==> src/rtl/sc_microseq_pkg.sv <==
// ----------------------------------------------------------------------------
// sc_microseq_pkg
// Shared definitions for the sc_microsequencer slice:
//   - cond_e  : branch-condition encodings of the microinstruction cond field
//   - state_e : sequencer states
//   - instr_w / ctl_w : microinstruction and control-field widths
//   - shifter idle level for the active-low shifter strobes
// No ports (package).
// ----------------------------------------------------------------------------
package sc_microseq_pkg;

  localparam int COND_W = 3;
  localparam int WDOG_W = 8;

  // Active-low shifter strobes are idle high.
  localparam logic SHIFTER_IDLE_N = 1'b1;

  typedef enum logic [COND_W-1:0] {
    COND_NEXT  = 3'd0,
    COND_JUMP  = 3'd1,
    COND_ZERO  = 3'd2,
    COND_NEG   = 3'd3,
    COND_CARRY = 3'd4,
    COND_OVF   = 3'd5,
    COND_NZERO = 3'd6,
    COND_HALT  = 3'd7
  } cond_e;

  typedef enum logic [1:0] {
    ST_IDLE = 2'd0,
    ST_RUN  = 2'd1,
    ST_DONE = 2'd2
  } state_e;

  // Word layout MSB->LSB:
  //   load_sel, clear_sel, muxA, muxB, alu, shclr_n, shld_n, shsel, cond, target
  function automatic int instr_w(int dec_w, int mux_w, int alu_w, int sh_w, int pc_w);
    return 2*dec_w + 2*mux_w + alu_w + 2 + sh_w + COND_W + pc_w;
  endfunction

  // Width of the control portion (everything above cond/target).
  function automatic int ctl_w(int dec_w, int mux_w, int alu_w, int sh_w);
    return 2*dec_w + 2*mux_w + alu_w + 2 + sh_w;
  endfunction

endpackage

==> src/rtl/sc_microsequencer_if.sv <==
// ----------------------------------------------------------------------------
// sc_microsequencer_if
// Host-side handshake and program-load bus of the microsequencer.
//   start/startaddr       : launch a microprogram (master -> slave)
//   progwrite/addr/data   : microprogram store write port (master -> slave)
//   busy/done/error       : run status (slave -> master)
// Modports: master (system top / bench), slave (sequencer).
// ----------------------------------------------------------------------------
interface sc_microsequencer_if
  import sc_microseq_pkg::*;
#(
  parameter int PC_W    = 4,
  parameter int INSTR_W = instr_w(4, 3, 4, 2, 4)
) ();

  logic               SC_MICROSEQ_start_In;
  logic [PC_W-1:0]    SC_MICROSEQ_startaddr_InBUS;
  logic               SC_MICROSEQ_progwrite_In;
  logic [PC_W-1:0]    SC_MICROSEQ_progaddr_InBUS;
  logic [INSTR_W-1:0] SC_MICROSEQ_progdata_InBUS;
  logic               SC_MICROSEQ_busy_Out;
  logic               SC_MICROSEQ_done_Out;
  logic               SC_MICROSEQ_error_Out;

  modport master (
    output SC_MICROSEQ_start_In, SC_MICROSEQ_startaddr_InBUS,
           SC_MICROSEQ_progwrite_In, SC_MICROSEQ_progaddr_InBUS,
           SC_MICROSEQ_progdata_InBUS,
    input  SC_MICROSEQ_busy_Out, SC_MICROSEQ_done_Out, SC_MICROSEQ_error_Out
  );

  modport slave (
    input  SC_MICROSEQ_start_In, SC_MICROSEQ_startaddr_InBUS,
           SC_MICROSEQ_progwrite_In, SC_MICROSEQ_progaddr_InBUS,
           SC_MICROSEQ_progdata_InBUS,
    output SC_MICROSEQ_busy_Out, SC_MICROSEQ_done_Out, SC_MICROSEQ_error_Out
  );

endinterface

==> src/rtl/sc_microseq_store.sv <==
// ----------------------------------------------------------------------------
// sc_microseq_store
// Writable microprogram store: DEPTH x W, synchronous write, asynchronous
// read. Contents are deliberately not reset so a program survives reset.
// Ports:
//   clk_i     : clock
//   we_i      : write enable
//   waddr_i   : write address
//   wdata_i   : write data
//   raddr_i   : read address (combinational read)
//   rdata_o   : read data
// ----------------------------------------------------------------------------
module sc_microseq_store #(
  parameter int DEPTH = 16,
  parameter int AW    = 4,
  parameter int W     = 29
) (
  input  logic          clk_i,
  input  logic          we_i,
  input  logic [AW-1:0] waddr_i,
  input  logic [W-1:0]  wdata_i,
  input  logic [AW-1:0] raddr_i,
  output logic [W-1:0]  rdata_o
);

  logic [W-1:0] mem_q [DEPTH];

  always_ff @(posedge clk_i) begin
    if (we_i) begin
      mem_q[waddr_i] <= wdata_i;
    end
  end

  assign rdata_o = mem_q[raddr_i];

endmodule

==> src/rtl/sc_microsequencer.sv <==
// ----------------------------------------------------------------------------
// sc_microsequencer
// Microprogrammed control unit driving the uDATAPATH control buses from a
// writable microprogram store, with start/busy/done handshake, branching on
// the datapath's active-low flags and a watchdog abort.
//
// Ports:
//   SC_MICROSEQ_CLOCK_50        : clock
//   SC_MICROSEQ_RESET_InLow     : asynchronous active-low reset
//   SC_MICROSEQ_step_In         : single-step enable (SC_MICROSEQ_STEP_EN only)
//   ctrl                        : handshake + program-load interface (slave)
//   SC_MICROSEQ_*_InLow flags   : overflow/carry/negative/zero, active-low
//   SC_MICROSEQ_*_OutBUS/_OutLow: registered datapath control outputs
//
// Build option: define SC_MICROSEQ_STEP_EN to add SC_MICROSEQ_step_In; RUN
// then advances only on cycles with step high. Default: one word per cycle.
// ----------------------------------------------------------------------------
module sc_microsequencer
  import sc_microseq_pkg::*;
#(
  parameter int DATAWIDTH_DECODER_SELECTION    = 4,
  parameter int DATAWIDTH_MUX_SELECTION        = 3,
  parameter int DATAWIDTH_ALU_SELECTION        = 4,
  parameter int DATAWIDTH_REGSHIFTER_SELECTION = 2,
  parameter int PROGRAM_DEPTH                  = 16,
  parameter logic [DATAWIDTH_DECODER_SELECTION-1:0] DECODER_NOP = '1,
  parameter int WATCHDOG_MAX                   = 255
) (
  input  logic SC_MICROSEQ_CLOCK_50,
  input  logic SC_MICROSEQ_RESET_InLow,
`ifdef SC_MICROSEQ_STEP_EN
  input  logic SC_MICROSEQ_step_In,
`endif
  sc_microsequencer_if.slave ctrl,
  input  logic SC_MICROSEQ_overflow_InLow,
  input  logic SC_MICROSEQ_carry_InLow,
  input  logic SC_MICROSEQ_negative_InLow,
  input  logic SC_MICROSEQ_zero_InLow,
  output logic [DATAWIDTH_DECODER_SELECTION-1:0]    SC_MICROSEQ_decoderclearselection_OutBUS,
  output logic [DATAWIDTH_DECODER_SELECTION-1:0]    SC_MICROSEQ_decoderloadselection_OutBUS,
  output logic [DATAWIDTH_MUX_SELECTION-1:0]        SC_MICROSEQ_muxselectionBUSA_OutBUS,
  output logic [DATAWIDTH_MUX_SELECTION-1:0]        SC_MICROSEQ_muxselectionBUSB_OutBUS,
  output logic [DATAWIDTH_ALU_SELECTION-1:0]        SC_MICROSEQ_aluselection_OutBUS,
  output logic                                      SC_MICROSEQ_regSHIFTERclear_OutLow,
  output logic                                      SC_MICROSEQ_regSHIFTERload_OutLow,
  output logic [DATAWIDTH_REGSHIFTER_SELECTION-1:0] SC_MICROSEQ_regSHIFTERshiftselection_OutBUS
);

  localparam int DEC_W   = DATAWIDTH_DECODER_SELECTION;
  localparam int MUX_W   = DATAWIDTH_MUX_SELECTION;
  localparam int ALU_W   = DATAWIDTH_ALU_SELECTION;
  localparam int SH_W    = DATAWIDTH_REGSHIFTER_SELECTION;
  localparam int PC_W    = $clog2(PROGRAM_DEPTH);
  localparam int INSTR_W = instr_w(DEC_W, MUX_W, ALU_W, SH_W, PC_W);
  localparam int CTL_W   = ctl_w(DEC_W, MUX_W, ALU_W, SH_W);
  localparam int CTL_LSB = PC_W + COND_W;

  // Field offsets inside the registered control vector (LSB first).
  localparam int SHLD_POS = SH_W;
  localparam int SHCL_POS = SH_W + 1;
  localparam int ALU_LSB  = SH_W + 2;
  localparam int MUXB_LSB = ALU_LSB + ALU_W;
  localparam int MUXA_LSB = MUXB_LSB + MUX_W;
  localparam int CLR_LSB  = MUXA_LSB + MUX_W;
  localparam int LD_LSB   = CLR_LSB + DEC_W;

  localparam logic [CTL_W-1:0] CTL_NOP = {DECODER_NOP, DECODER_NOP,
                                          {(2*MUX_W + ALU_W){1'b0}},
                                          SHIFTER_IDLE_N, SHIFTER_IDLE_N,
                                          {SH_W{1'b0}}};

  // Abort fires on the RUN cycle that would make the count reach the limit,
  // so a run lasts at most WATCHDOG_MAX cycles.
  localparam logic [WDOG_W-1:0] WD_LAST = WDOG_W'(WATCHDOG_MAX - 1);

  state_e             state_q;
  logic [PC_W-1:0]    pc_q;
  logic [PC_W-1:0]    pc_d;
  logic [WDOG_W-1:0]  wd_q;
  logic [CTL_W-1:0]   ctl_q;
  logic               busy_q;
  logic               done_q;
  logic               error_q;

  logic [INSTR_W-1:0] rd_word;
  cond_e              word_cond;
  logic [PC_W-1:0]    word_target;
  logic               taken;
  logic               advance;
  logic               store_we;

  assign store_we = ctrl.SC_MICROSEQ_progwrite_In && (state_q == ST_IDLE);

  sc_microseq_store #(
    .DEPTH (PROGRAM_DEPTH),
    .AW    (PC_W),
    .W     (INSTR_W)
  ) u_store (
    .clk_i   (SC_MICROSEQ_CLOCK_50),
    .we_i    (store_we),
    .waddr_i (ctrl.SC_MICROSEQ_progaddr_InBUS),
    .wdata_i (ctrl.SC_MICROSEQ_progdata_InBUS),
    .raddr_i (pc_q),
    .rdata_o (rd_word)
  );

`ifdef SC_MICROSEQ_STEP_EN
  assign advance = SC_MICROSEQ_step_In;
`else
  assign advance = 1'b1;
`endif

  assign word_cond   = cond_e'(rd_word[PC_W +: COND_W]);
  assign word_target = rd_word[PC_W-1:0];

  // Flags arrive active-low; invert here so the branch test reads naturally.
  always_comb begin
    taken = 1'b0;
    case (word_cond)
      COND_JUMP:  taken = 1'b1;
      COND_ZERO:  taken = ~SC_MICROSEQ_zero_InLow;
      COND_NEG:   taken = ~SC_MICROSEQ_negative_InLow;
      COND_CARRY: taken = ~SC_MICROSEQ_carry_InLow;
      COND_OVF:   taken = ~SC_MICROSEQ_overflow_InLow;
      COND_NZERO: taken = SC_MICROSEQ_zero_InLow;
      default:    taken = 1'b0;
    endcase
    pc_d = taken ? word_target : pc_q + PC_W'(1);
  end

  always_ff @(posedge SC_MICROSEQ_CLOCK_50 or negedge SC_MICROSEQ_RESET_InLow) begin
    if (!SC_MICROSEQ_RESET_InLow) begin
      state_q <= ST_IDLE;
      pc_q    <= '0;
      wd_q    <= '0;
      ctl_q   <= CTL_NOP;
      busy_q  <= 1'b0;
      done_q  <= 1'b0;
      error_q <= 1'b0;
    end else begin
      done_q <= 1'b0;
      case (state_q)
        ST_IDLE: begin
          ctl_q <= CTL_NOP;
          if (ctrl.SC_MICROSEQ_start_In) begin
            pc_q    <= ctrl.SC_MICROSEQ_startaddr_InBUS;
            wd_q    <= '0;
            error_q <= 1'b0;
            busy_q  <= 1'b1;
            state_q <= ST_RUN;
          end
        end
        ST_RUN: begin
          if (advance) begin
            // Watchdog wins over a halt fetched on the same cycle.
            if (wd_q == WD_LAST) begin
              ctl_q   <= CTL_NOP;
              error_q <= 1'b1;
              busy_q  <= 1'b0;
              state_q <= ST_DONE;
            end else if (word_cond == COND_HALT) begin
              ctl_q   <= CTL_NOP;
              busy_q  <= 1'b0;
              state_q <= ST_DONE;
            end else begin
              ctl_q <= rd_word[CTL_LSB +: CTL_W];
              pc_q  <= pc_d;
              wd_q  <= wd_q + WDOG_W'(1);
            end
          end
        end
        ST_DONE: begin
          done_q  <= 1'b1;
          state_q <= ST_IDLE;
        end
        default: begin
          ctl_q   <= CTL_NOP;
          busy_q  <= 1'b0;
          state_q <= ST_IDLE;
        end
      endcase
    end
  end

  assign SC_MICROSEQ_decoderloadselection_OutBUS     = ctl_q[LD_LSB +: DEC_W];
  assign SC_MICROSEQ_decoderclearselection_OutBUS    = ctl_q[CLR_LSB +: DEC_W];
  assign SC_MICROSEQ_muxselectionBUSA_OutBUS         = ctl_q[MUXA_LSB +: MUX_W];
  assign SC_MICROSEQ_muxselectionBUSB_OutBUS         = ctl_q[MUXB_LSB +: MUX_W];
  assign SC_MICROSEQ_aluselection_OutBUS             = ctl_q[ALU_LSB +: ALU_W];
  assign SC_MICROSEQ_regSHIFTERclear_OutLow          = ctl_q[SHCL_POS];
  assign SC_MICROSEQ_regSHIFTERload_OutLow           = ctl_q[SHLD_POS];
  assign SC_MICROSEQ_regSHIFTERshiftselection_OutBUS = ctl_q[SH_W-1:0];

  assign ctrl.SC_MICROSEQ_busy_Out  = busy_q;
  assign ctrl.SC_MICROSEQ_done_Out  = done_q;
  assign ctrl.SC_MICROSEQ_error_Out = error_q;

endmodule

==> src/flat_wrapper.sv <==
// flat-port wrapper written by rule: the top's interface ports become plain ports
module sc_microsequencer_flat import sc_microseq_pkg::*;
#(
  parameter int DATAWIDTH_DECODER_SELECTION    = 4,
  parameter int DATAWIDTH_MUX_SELECTION        = 3,
  parameter int DATAWIDTH_ALU_SELECTION        = 4,
  parameter int DATAWIDTH_REGSHIFTER_SELECTION = 2,
  parameter int PROGRAM_DEPTH                  = 16,
  parameter logic [DATAWIDTH_DECODER_SELECTION-1:0] DECODER_NOP = '1,
  parameter int WATCHDOG_MAX                   = 255
)
  (SC_MICROSEQ_CLOCK_50, SC_MICROSEQ_RESET_InLow, SC_MICROSEQ_overflow_InLow, SC_MICROSEQ_carry_InLow, SC_MICROSEQ_negative_InLow, SC_MICROSEQ_zero_InLow, SC_MICROSEQ_decoderclearselection_OutBUS, SC_MICROSEQ_decoderloadselection_OutBUS, SC_MICROSEQ_muxselectionBUSA_OutBUS, SC_MICROSEQ_muxselectionBUSB_OutBUS, SC_MICROSEQ_aluselection_OutBUS, SC_MICROSEQ_regSHIFTERclear_OutLow, SC_MICROSEQ_regSHIFTERload_OutLow, SC_MICROSEQ_regSHIFTERshiftselection_OutBUS, ctrl_SC_MICROSEQ_start_In, ctrl_SC_MICROSEQ_startaddr_InBUS, ctrl_SC_MICROSEQ_progwrite_In, ctrl_SC_MICROSEQ_progaddr_InBUS, ctrl_SC_MICROSEQ_progdata_InBUS, ctrl_SC_MICROSEQ_busy_Out, ctrl_SC_MICROSEQ_done_Out, ctrl_SC_MICROSEQ_error_Out);
  sc_microsequencer_if #(.PC_W(4), .INSTR_W(29)) ctrl_i ();
  input  logic SC_MICROSEQ_CLOCK_50;
  input  logic SC_MICROSEQ_RESET_InLow;
  input  logic SC_MICROSEQ_overflow_InLow;
  input  logic SC_MICROSEQ_carry_InLow;
  input  logic SC_MICROSEQ_negative_InLow;
  input  logic SC_MICROSEQ_zero_InLow;
  output logic [DATAWIDTH_DECODER_SELECTION-1:0] SC_MICROSEQ_decoderclearselection_OutBUS;
  output logic [DATAWIDTH_DECODER_SELECTION-1:0] SC_MICROSEQ_decoderloadselection_OutBUS;
  output logic [DATAWIDTH_MUX_SELECTION-1:0] SC_MICROSEQ_muxselectionBUSA_OutBUS;
  output logic [DATAWIDTH_MUX_SELECTION-1:0] SC_MICROSEQ_muxselectionBUSB_OutBUS;
  output logic [DATAWIDTH_ALU_SELECTION-1:0] SC_MICROSEQ_aluselection_OutBUS;
  output logic SC_MICROSEQ_regSHIFTERclear_OutLow;
  output logic SC_MICROSEQ_regSHIFTERload_OutLow;
  output logic [DATAWIDTH_REGSHIFTER_SELECTION-1:0] SC_MICROSEQ_regSHIFTERshiftselection_OutBUS;
  input wire logic [$bits(ctrl_i.SC_MICROSEQ_start_In)-1:0] ctrl_SC_MICROSEQ_start_In;
  input wire logic [$bits(ctrl_i.SC_MICROSEQ_startaddr_InBUS)-1:0] ctrl_SC_MICROSEQ_startaddr_InBUS;
  input wire logic [$bits(ctrl_i.SC_MICROSEQ_progwrite_In)-1:0] ctrl_SC_MICROSEQ_progwrite_In;
  input wire logic [$bits(ctrl_i.SC_MICROSEQ_progaddr_InBUS)-1:0] ctrl_SC_MICROSEQ_progaddr_InBUS;
  input wire logic [$bits(ctrl_i.SC_MICROSEQ_progdata_InBUS)-1:0] ctrl_SC_MICROSEQ_progdata_InBUS;
  output wire logic [$bits(ctrl_i.SC_MICROSEQ_busy_Out)-1:0] ctrl_SC_MICROSEQ_busy_Out;
  output wire logic [$bits(ctrl_i.SC_MICROSEQ_done_Out)-1:0] ctrl_SC_MICROSEQ_done_Out;
  output wire logic [$bits(ctrl_i.SC_MICROSEQ_error_Out)-1:0] ctrl_SC_MICROSEQ_error_Out;
  assign ctrl_i.SC_MICROSEQ_start_In = ctrl_SC_MICROSEQ_start_In;
  assign ctrl_i.SC_MICROSEQ_startaddr_InBUS = ctrl_SC_MICROSEQ_startaddr_InBUS;
  assign ctrl_i.SC_MICROSEQ_progwrite_In = ctrl_SC_MICROSEQ_progwrite_In;
  assign ctrl_i.SC_MICROSEQ_progaddr_InBUS = ctrl_SC_MICROSEQ_progaddr_InBUS;
  assign ctrl_i.SC_MICROSEQ_progdata_InBUS = ctrl_SC_MICROSEQ_progdata_InBUS;
  assign ctrl_SC_MICROSEQ_busy_Out = ctrl_i.SC_MICROSEQ_busy_Out;
  assign ctrl_SC_MICROSEQ_done_Out = ctrl_i.SC_MICROSEQ_done_Out;
  assign ctrl_SC_MICROSEQ_error_Out = ctrl_i.SC_MICROSEQ_error_Out;
  sc_microsequencer #(.DATAWIDTH_DECODER_SELECTION(DATAWIDTH_DECODER_SELECTION), .DATAWIDTH_MUX_SELECTION(DATAWIDTH_MUX_SELECTION), .DATAWIDTH_ALU_SELECTION(DATAWIDTH_ALU_SELECTION), .DATAWIDTH_REGSHIFTER_SELECTION(DATAWIDTH_REGSHIFTER_SELECTION), .PROGRAM_DEPTH(PROGRAM_DEPTH), .DECODER_NOP(DECODER_NOP), .WATCHDOG_MAX(WATCHDOG_MAX)) u_core (.SC_MICROSEQ_CLOCK_50(SC_MICROSEQ_CLOCK_50), .SC_MICROSEQ_RESET_InLow(SC_MICROSEQ_RESET_InLow), .ctrl(ctrl_i), .SC_MICROSEQ_overflow_InLow(SC_MICROSEQ_overflow_InLow), .SC_MICROSEQ_carry_InLow(SC_MICROSEQ_carry_InLow), .SC_MICROSEQ_negative_InLow(SC_MICROSEQ_negative_InLow), .SC_MICROSEQ_zero_InLow(SC_MICROSEQ_zero_InLow), .SC_MICROSEQ_decoderclearselection_OutBUS(SC_MICROSEQ_decoderclearselection_OutBUS), .SC_MICROSEQ_decoderloadselection_OutBUS(SC_MICROSEQ_decoderloadselection_OutBUS), .SC_MICROSEQ_muxselectionBUSA_OutBUS(SC_MICROSEQ_muxselectionBUSA_OutBUS), .SC_MICROSEQ_muxselectionBUSB_OutBUS(SC_MICROSEQ_muxselectionBUSB_OutBUS), .SC_MICROSEQ_aluselection_OutBUS(SC_MICROSEQ_aluselection_OutBUS), .SC_MICROSEQ_regSHIFTERclear_OutLow(SC_MICROSEQ_regSHIFTERclear_OutLow), .SC_MICROSEQ_regSHIFTERload_OutLow(SC_MICROSEQ_regSHIFTERload_OutLow), .SC_MICROSEQ_regSHIFTERshiftselection_OutBUS(SC_MICROSEQ_regSHIFTERshiftselection_OutBUS));
endmodule
==> config.mk <==
export PLATFORM = sky130hd
export DESIGN_NAME = sc_microsequencer_flat
export DESIGN_NICKNAME = d
export VERILOG_FILES = /design/src/rtl/sc_microseq_pkg.sv /design/src/rtl/sc_microsequencer_if.sv /design/src/rtl/sc_microseq_store.sv /design/src/rtl/sc_microsequencer.sv /design/src/flat_wrapper.sv
export SDC_FILE = /design/constraint.sdc
export NUM_CORES = 1
export LEC_CHECK = 0
export CAP_MARGIN = 20
export CORE_ASPECT_RATIO = 1.4
export CORE_MARGIN = 8
export CORE_UTILIZATION = 55
export CTS_CLUSTER_SIZE = 30
export DETAILED_ROUTE_END_ITERATION = 12
export GPL_TIMING_DRIVEN = 0
export PLACE_DENSITY_LB_ADDON = 0.1
export SYNTH_ARGS = -nofsm -noshare
export SYNTH_HDL_FRONTEND = slang
export SYNTH_SLANG_ARGS = --single-unit
==> constraint.sdc <==
create_clock -name SC_MICROSEQ_CLOCK_50 -period 4.3 [get_ports SC_MICROSEQ_CLOCK_50]
set_input_delay 0.86 -clock SC_MICROSEQ_CLOCK_50 [delete_from_list [all_inputs] [get_ports SC_MICROSEQ_CLOCK_50]]
set_output_delay 0.86 -clock SC_MICROSEQ_CLOCK_50 [all_outputs]
set_load 0.05 [all_outputs]
==> tab_implementation.tex, run 1 <==
\begin{tabular}{lr}
\hline
Metric & Value \\
\hline
\multicolumn{2}{l}{\textbf{Status}} \\
\quad Outcome & complete, no violations \\
\multicolumn{2}{l}{\textbf{CTS}} \\
\quad Number of buffers inserted by hold repair at cts & 0 \\
\quad Clock transition at the registers of the reported paths & about 0.070 ns \\
\quad Clock tree from TritonCTS & done \\
\quad Clock latency reported for the late side of the worst-skew pair & 0.57 ns \\
\quad Clock sink count & $\sim$500 \\
\quad Number of buffers on the longest clock path & 3 \\
\quad Clock root buffer master & sky130\_fd\_sc\_hd\_\_clkbuf\_16 \\
\quad Depth of the CTS H-tree & 2 \\
\quad Cts repair resizes & 0 \\
\quad Total setup buffers inserted after CTS & 0 \\
\quad Inserted Clock Buffers & 47 \\
\multicolumn{2}{l}{\textbf{Yosys}} \\
\quad Warning count from the yosys run & 0 \\
\quad Synthesized area & between 15000 and 20000 um\^{}2 \\
\quad Post-Synthesis Cells & between 800 and 900 \\
\quad Net count after synthesis & 903 \\
\quad Average cell area after synthesis & 22.5 um\^{}2 \\
\quad Flip-flop and latch count after synthesis & a little over 500 \\
\quad Count of distinct cell types in the synthesized netlist & 39 \\
\quad Proportion of synthesized chip area in sequential cells & 77.4\% \\
\multicolumn{2}{l}{\textbf{Route}} \\
\quad Detailed Route Iter0 Violations & 811 \\
\quad Final wirelength & approximately 43000 um \\
\quad Average via count per standard cell & approximately 6.1 \\
\quad Drt first pass iters & 7 \\
\quad Number of DRC violations after detailed routing & 0 \\
\quad Number of vias in the routed layout & $\sim$9200 \\
\quad ANT nets after route & 0 \\
\quad Routed wire per std cell & approximately 29 um \\
\multicolumn{2}{l}{\textbf{Run}} \\
\quad Maximum capacitance violations & 0 \\
\multicolumn{2}{l}{\textbf{Floorplan}} \\
\quad Initial Util & 55.5\% \\
\quad DIE HEIGHT & between 200 and 250 um \\
\quad Core box area & around 35000 um\^{}2 \\
\quad Row cnt & 81 \\
\quad Die width & roughly 170 um \\
\quad Floorplan die area & 41400 um\^{}2 \\
\quad Top-Level Pins & 70 \\
\multicolumn{2}{l}{\textbf{Place}} \\
\quad Routability cong. & about 0.76 \\
\quad Count of buffers from port buffering & 69 \\
\quad DPL Wire Length & 27100 um \\
\quad Worst setup timing slack at the placement stage & about 0.84 ns \\
\multicolumn{2}{l}{\textbf{Timing}} \\
\quad Number of hold-slack violations in the final timing report & 0 \\
\quad Final number of setup-violating endpoints & 0 \\
\quad Fmax & between 300 and 400 MHz \\
\quad Minimum clock period after layout & 3.27 ns \\
\quad Transition at the pin with the smallest max-transition slack & between 1 and 1.5 ns \\
\quad Worst path setup slack after routing & approximately 1.0 ns \\
\quad Worst clock skew & between 0.02 and 0.03 ns \\
\quad Worst max-slew margin expressed relative to the limit & approximately a third \\
\quad Fin crit share & between 70\% and 80\% \\
\quad Unrepaired setup endpoints after global routing & false \\
\quad Final slew viol count & 0 \\
\multicolumn{2}{l}{\textbf{GRT}} \\
\quad Wire length of the first global-routing pass & between 60000 and 70000 um \\
\quad Total Routing Usage GR & a little over a fifth \\
\quad Largest net degree at the start of global routing & 32 \\
\quad Antenna violations before repair & 0 \\
\quad Grt total ovfl & 0 \\
\quad Via count of the first global-routing pass & between 9000 and 10000 \\
\multicolumn{2}{l}{\textbf{Worst setup path}} \\
\quad Register-to-register path setup slack & about 1.0 ns \\
\quad Capturing element type of the critical path & flop \\
\quad Critical path fanouts, max & 10 \\
\quad Required time of the critical path & between 4 and 5 ns \\
\quad Worst Setup Start Kind & flop \\
\quad Worst setup path class & flop to flop \\
\quad Data arrival time at the worst-slack endpoint & around 3.7 ns \\
\multicolumn{2}{l}{\textbf{Finish}} \\
\quad Ratio of cells with drive above 1 in the final layout & between 20\% and 30\% \\
\quad Net count of the finished layout & around 1100 \\
\quad Area growth from synthesis to final layout & 18.5\% \\
\quad Number of diodes added for antenna fixing & 0 \\
\quad Storage element area & 14900 um\^{}2 \\
\quad Area of the multi-input gates & between 4000 and 5000 um\^{}2 \\
\quad Leading cell type in the layout, fill and taps excluded & sky130\_fd\_sc\_hd\_\_edfxtp\_1 \\
\quad Number of filler instances in the final layout & about 2300 \\
\quad Commonest cells after routing, fill and taps aside & sky130\_fd\_sc\_hd\_\_edfxtp\_1, sky130\_fd\_sc\_hd\_\_mux4\_2, sky130\_fd\_sc\_hd\_\_clkdlybuf4s50\_1 \\
\multicolumn{2}{l}{\textbf{Power and ir drop}} \\
\quad Total power divided by cell area & roughly 630 nW/um\^{}2 \\
\quad Fraction of power consumed by combinational cells & between 20 and 30\% \\
\quad Worst vdd ir & 0.466 mV \\
\quad Sw Share & 29.3\% \\
\quad Leak pwr & around 7.4 nW \\
\quad Part of the total power dissipated in the clock network & 30.6\% \\
\quad Sw Pwr & 4.23 mW \\
\quad Cell internal pwr & $\sim$10 mW \\
\quad Sequential Power Share & about two fifths \\
\quad Power after layout & between 10 and 15 mW \\
\multicolumn{2}{l}{\textbf{Hold path}} \\
\quad Type of the most critical hold path & input pin to asynchronous set/reset pin \\
\hline
\end{tabular}
-- power by group through the flow --
stage	sequential [mW]	combinational (mW)	clock (mW)
after floorplan	6.10	2.71	0
after global placement	5.79	4.29	0
after detailed placement	5.79	4.37	0
after CTS	5.69	4.39	4.49
after global routing	5.70	4.62	4.67
final	5.69	4.32	4.42
-- final cells by class --
class                      count  share of cell area [%]
sequential                   503                    65.3
multi-input combinational    293                    18.4
clock buffer                  57                    5.58
timing repair buffer         100                    5.30
tap                          456                    2.50
clock inverter                31                    1.73
buffer                        42                   0.855
inverter                      17                   0.279
-- final timing paths --
| kind | from | end | cells after the start |
|---|---|---|---|
| setup / recovery | u_core.pc_q[1]$_DFFE_PN0P_ | u_core.ctl_q[0]$_DFFE_PN0N_ | 7 |
| hold / removal | SC_MICROSEQ_RESET_InLow | u_core.ctl_q[12]$_DFFE_PN0N_ | 1 |
| setup reg to reg | u_core.pc_q[1]$_DFFE_PN0P_ | u_core.ctl_q[0]$_DFFE_PN0N_ | 7 |
| hold reg to reg | u_core.ctl_q[7]$_DFFE_PN0N_ | u_core.ctl_q[7]$_DFFE_PN0N_ | 2 |
| max in group asynchronous | SC_MICROSEQ_RESET_InLow | u_core.ctl_q[15]$_DFFE_PN1N_ | 2 |
| min in group SC_MICROSEQ_CLOCK_50 | u_core.ctl_q[7]$_DFFE_PN0N_ | u_core.ctl_q[7]$_DFFE_PN0N_ | 2 |
-- layer usage --
metal  GRT usage, %  wire (um)  part of all wire [%]
met2           36.3      22200                    52
met1           28.2      17400                    40
met5              0          0                     0
met4           6.10       1060                   2.5
met3           3.13       2400                   5.6
-- cells in the mapped netlist, drive strengths merged --
library cell  count  area, um^2
edfxtp          464       13900
mux4            139        3130
dfrtp            29         726
buf              25         131
nand2            25        93.8
nor2             25        93.8
clkbuf           17        63.8
inv              17        63.8
o21ai            16        80.1
mux2i            14         140
dfstp            10         263
o22a             10        87.6
xor2              7        61.3
nand4             6        37.5
a21oi             5        25.0
nand2b            5        31.3
nand3             5        25.0
nor3              5        25.0
and3              3        18.8
ha                3        37.5
o211ai            3        22.5
a211oi            2        20.0
a21boi            2        15.0
a221oi            2        17.5
a22oi             2        15.0
and2              2        12.5
nand3b            2        15.0
nor2b             2        12.5
o22ai             2        12.5
or3               2        12.5
a22o              1        8.76
a311oi            1        26.3
nand4b            1        8.76
xnor2             1        8.76
-- registers in the layout (all words and copies together), names as in the netlist --
signal / flops
u_core.u_store.mem_q: 464
u_core.state_q: 2
u_core.wd_q: 8
u_core.ctrl.SC_MICROSEQ_done_Out: 1
u_core.pc_q: 4
u_core.ctrl.SC_MICROSEQ_busy_Out: 1
u_core.ctl_q: 22
u_core.ctrl.SC_MICROSEQ_error_Out: 1
-- kinds of logic (layout without fill, tap and decap cells) --
kind of cell               count (synthesis)  after routing  share of synthesized area, %
muxes                                    153            153                          17.0
AOI/OAI and AO/OA                         46             46                          1.71
adders and majority gates                  3              3                         0.195
xor gates and xnor gates                   8              8                         0.364
DFF                                      503            503                          77.4
buffers and inverters                     59            247                          1.34
and+or+nand+nor                           83             83                          2.01
-- through the flow --
stage | cells | hold slack [ns] | TNS, ns | utilization (%) | cell area [um^2]
6_report | 1499 | 0.168 | 0 | 65.7 | 22800
5_1_grt | 1499 | 0.161 | 0 | 65.7 | 22800
4_1_cts | 1498 | 0.145 | 0 | 65.6 | 22800
3_5_place_dp | 1410 | 0.480 | 0 | 60.8 | 21200
3_3_place_gp | 1380 | 0.474 | -595.63 | 59.1 | 20500
2_1_floorplan | 855 | 0.497 | 0 | - | 19300
-- critical path: stages (launching register included) --
cell and delay, ns:
sky130_fd_sc_hd__dfrtp_1 0.36, sky130_fd_sc_hd__clkbuf_1 0.39, sky130_fd_sc_hd__clkbuf_1 0.48, sky130_fd_sc_hd__buf_1 0.81, sky130_fd_sc_hd__mux4_2 0.42, sky130_fd_sc_hd__mux4_2 0.49
sky130_fd_sc_hd__inv_1 0.13, sky130_fd_sc_hd__o21ai_1 0.07
Power figures use the tool's default switching activity.
==> run 2, diff against run 1 <==
==> constraint.sdc (replaced) <==
create_clock -name SC_MICROSEQ_CLOCK_50 -period 3.43 [get_ports SC_MICROSEQ_CLOCK_50]
set_input_delay 0.686 -clock SC_MICROSEQ_CLOCK_50 [delete_from_list [all_inputs] [get_ports SC_MICROSEQ_CLOCK_50]]
set_output_delay 0.686 -clock SC_MICROSEQ_CLOCK_50 [all_outputs]
set_load 0.05 [all_outputs]
==> run 2 against run 1 <==
  * Design area is 0.68% lower
  * Hold slack worse by 0.028 ns
  * Sequential power is 25% higher
  * Maximum frequency is 0.55% higher
  * Global-route usage is 0.27 points higher
==> tab_implementation.tex, run 2 (synthesis gave the netlist of run 1 again) <==
\begin{tabular}{lr}
\hline
Metric & Value \\
\hline
\multicolumn{2}{l}{\textbf{Worst setup path}} \\
\quad Cells along the critical path & clkbuf\_1, clkbuf\_1, clkbuf\_1, mux4\_2, mux4\_2, inv\_1, o21ai\_1 \\
\quad Max stage delay cell, worst path & sky130\_fd\_sc\_hd\_\_clkbuf\_1 \\
\quad Buf+Inv Stages, Crit Path & 4 \\
\quad Critical path fanouts, max & 10 \\
\quad Largest delay contributor family on the critical path & buffers and inverters \\
\quad Peak per-stage delay on the critical path & between 0.7 and 0.8 ns \\
\quad Worst setup path class & flop to flop \\
\quad Cell repeated most along the worst path & sky130\_fd\_sc\_hd\_\_clkbuf\_1 \\
\quad Required time of the critical path & 3.87 ns \\
\quad Capturing element type of the critical path & flop \\
\quad Data arrival time at the worst-slack endpoint & 3.69 ns \\
\quad Worst Setup Start Kind & flop \\
\multicolumn{2}{l}{\textbf{Power and ir drop}} \\
\quad Total power divided by cell area & approximately 780 nW/um\^{}2 \\
\quad Sw Pwr & roughly 5.3 mW \\
\quad Sw Share & $\sim$30\% \\
\quad Worst vdd ir & 0.584 mV \\
\quad Sequential Power Share & around two fifths \\
\quad Part of the total power dissipated in the clock network & between 20 and 30\% \\
\quad Leak pwr & 7.28 nW \\
\quad Cell internal pwr & between 10 and 15 mW \\
\quad Fraction of power consumed by combinational cells & approximately 31\% \\
\multicolumn{2}{l}{\textbf{Place}} \\
\quad Worst setup timing slack at the placement stage & roughly 0.10 ns \\
\quad Routability cong. & around 0.74 \\
\quad Count of buffers from port buffering & just under 70 \\
\quad Placed instance area & 21200 um\^{}2 \\
\quad DPL Wire Length & about 27000 um \\
\multicolumn{2}{l}{\textbf{CTS}} \\
\quad Clock root buffer master & sky130\_fd\_sc\_hd\_\_clkbuf\_16 \\
\quad Inserted Clock Buffers & between 40 and 50 \\
\quad Clock tree from TritonCTS & done \\
\quad Number of buffers on the longest clock path & 3 \\
\quad Clock sink count & just over 500 \\
\quad Total setup buffers inserted after CTS & 0 \\
\quad Depth of the CTS H-tree & 2 \\
\quad Clock transition at the registers of the reported paths & approximately 0.070 ns \\
\quad Number of buffers inserted by hold repair at cts & 0 \\
\quad Cts repair resizes & 0 \\
\quad Clock latency reported for the late side of the worst-skew pair & about 0.56 ns \\
\multicolumn{2}{l}{\textbf{Timing}} \\
\quad Worst max-slew margin expressed relative to the limit & 33.1\% \\
\quad Tightest hold margin & about 0.14 ns \\
\quad Number of hold-slack violations in the final timing report & 0 \\
\quad Fin crit share & between 90\% and 100\% \\
\quad Transition at the pin with the smallest max-transition slack & approximately 1.0 ns \\
\quad Worst path setup slack after routing & $\sim$0.18 ns \\
\quad Fmax & 307 MHz \\
\quad Worst clock skew & between 0.01 and 0.015 ns \\
\quad Final number of setup-violating endpoints & 0 \\
\quad Final slew viol count & 0 \\
\quad Sum of negative setup slack & 0 ns \\
\quad Minimum clock period after layout & between 3 and 4 ns \\
\quad Unrepaired setup endpoints after global routing & false \\
\multicolumn{2}{l}{\textbf{GRT}} \\
\quad Largest net degree at the start of global routing & 23 \\
\quad Total Routing Usage GR & a little over a fifth \\
\quad Via count of the first global-routing pass & roughly 10000 \\
\quad Antenna violations before repair & 2 \\
\quad Wire length of the first global-routing pass & $\sim$64000 um \\
\quad Grt total ovfl & 0 \\
\multicolumn{2}{l}{\textbf{Finish}} \\
\quad Utilization after layout & approximately two thirds \\
\quad Net count of the finished layout & 1043 \\
\quad Commonest cells after routing, fill and taps aside & sky130\_fd\_sc\_hd\_\_edfxtp\_1, sky130\_fd\_sc\_hd\_\_mux4\_2, sky130\_fd\_sc\_hd\_\_clkdlybuf4s50\_1 \\
\quad Area growth from synthesis to final layout & 17.7\% \\
\quad Max FFs per register & 464 \\
\quad Final instance area & 22700 um\^{}2 \\
\quad Leading cell type in the layout, fill and taps excluded & sky130\_fd\_sc\_hd\_\_edfxtp\_1 \\
\quad Ratio of cells with drive above 1 in the final layout & approximately 27\% \\
\quad Top register by number of flip-flops & u\_core.u\_store.mem\_q \\
\quad Largest regs & u\_core.u\_store.mem\_q (464), u\_core.ctl\_q (22), u\_core.wd\_q (8) \\
\multicolumn{2}{l}{\textbf{Route}} \\
\quad Number of DRC violations after detailed routing & 0 \\
\quad Average via count per standard cell & about 6 \\
\quad Routed wire per std cell & around 30 um \\
\quad Drt first pass iters & 5 \\
\quad Number of vias in the routed layout & between 9000 and 10000 \\
\quad Detailed Route Iter0 Violations & $\sim$860 \\
\quad ANT nets after route & 0 \\
\quad Final wirelength & 44000 um \\
\multicolumn{2}{l}{\textbf{Floorplan}} \\
\quad DIE HEIGHT & $\sim$240 um \\
\quad Core box area & approximately 35000 um\^{}2 \\
\quad Top-Level Pins & 70 \\
\quad Floorplan die area & a little over 40000 um\^{}2 \\
\quad Initial Util & between 50\% and 60\% \\
\quad Row cnt & 81 \\
\quad Die width & 174 um \\
\multicolumn{2}{l}{\textbf{Run}} \\
\quad Maximum capacitance violations & 0 \\
\multicolumn{2}{l}{\textbf{Hold path}} \\
\quad Type of the most critical hold path & input pin to asynchronous set/reset pin \\
\multicolumn{2}{l}{\textbf{Status}} \\
\quad Outcome & complete, no violations \\
\hline
\end{tabular}
-- run 2: metrics by stage --
| stage | total power [mW] | cells |
|---|---|---|
| 2_1_floorplan | 11.0 | 855 |
| 3_3_place_gp | 12.6 | 1380 |
| 3_5_place_dp | 12.8 | 1402 |
| 4_1_cts | 17.8 | 1486 |
| 5_1_grt | 18.2 | 1487 |
| 6_report | 17.6 | 1488 |
-- run 2: final cells by class --
class                           instances  area, um^2
Antenna cell                            1        2.50
Buffer                                 42         195
Clock buffer                           63        1280
Clock inverter                         21         209
Fill cell                            2261       12100
Inverter                               17        63.8
Multi-Input combinational cell        293        4230
Sequential cell                       503       14900
Tap cell                              456         571
Timing Repair Buffer                   92        1210
-- run 2: routing by layer --
metal / GRT usage (%) / vias to the layer above / share of wire [%]
li1: - / 3862 / -
met1: 27.7 / 4924 / 40
met2: 36.9 / 298 / 52
met3: 3.70 / 72 / 5.3
met4: 7.04 / 2 / 2.7
met5: 0 / - / 0.030
-- run 2: worst register-to-register path: stages (launching register included) --
cell and delay (ns):
sky130_fd_sc_hd__dfrtp_1 0.35, sky130_fd_sc_hd__clkbuf_1 0.41, sky130_fd_sc_hd__clkbuf_1 0.47, sky130_fd_sc_hd__clkbuf_1 0.78
sky130_fd_sc_hd__mux4_2 0.42, sky130_fd_sc_hd__mux4_2 0.48, sky130_fd_sc_hd__inv_1 0.14, sky130_fd_sc_hd__o21ai_1 0.08
-- run 2: final timing paths --
path	start	to	slack, ns	depth (start not counted)
max	u_core.pc_q[1]$_DFFE_PN0P_	u_core.ctl_q[0]$_DFFE_PN0N_	0.18	7
max in group asynchronous	SC_MICROSEQ_RESET_InLow	u_core.ctl_q[3]$_DFFE_PN1N_	2.67	2
min	SC_MICROSEQ_RESET_InLow	u_core.ctl_q[13]$_DFFE_PN0N_	0.14	1
max reg2reg	u_core.pc_q[1]$_DFFE_PN0P_	u_core.ctl_q[0]$_DFFE_PN0N_	0.18	7
min in group SC_MICROSEQ_CLOCK_50	u_core.ctl_q[10]$_DFFE_PN0N_	u_core.ctl_q[10]$_DFFE_PN0N_	0.49	2
min reg2reg	u_core.ctl_q[10]$_DFFE_PN0N_	u_core.ctl_q[10]$_DFFE_PN0N_	0.49	2
-- run 2: power by group through the flow --
stage | registers (mW) | clock network (mW) | logic [mW]
final | 7.13 | 5.06 | 5.43
after global routing | 7.16 | 5.34 | 5.75
after CTS | 7.13 | 5.13 | 5.51
after detailed placement | 7.26 | 0 | 5.49
after global placement | 7.26 | 0 | 5.39
after floorplan | 7.65 | 0 | 3.40
==> run 3, diff against run 2 <==
==> constraint.sdc (replaced) <==
create_clock -name SC_MICROSEQ_CLOCK_50 -period 3.7 [get_ports SC_MICROSEQ_CLOCK_50]
set_input_delay 0.74 -clock SC_MICROSEQ_CLOCK_50 [delete_from_list [all_inputs] [get_ports SC_MICROSEQ_CLOCK_50]]
set_output_delay 0.74 -clock SC_MICROSEQ_CLOCK_50 [all_outputs]
set_load 0.05 [all_outputs]
==> results of run 3 <==
Same layout as run 1 (identical final DEF). Status: complete, no violations.
Main changes from that run: setup slack after placement 0.843 ns -> 0.363 ns; setup slack after layout 1.03 ns -> 0.430 ns; hold slack 0.168 ns -> 0.0478 ns; register-to-register setup slack 1.03 ns -> 0.43 ns; total power 14.4 mW -> 16.8 mW; worst IR drop on VDD 0.466 mV -> 0.542 mV
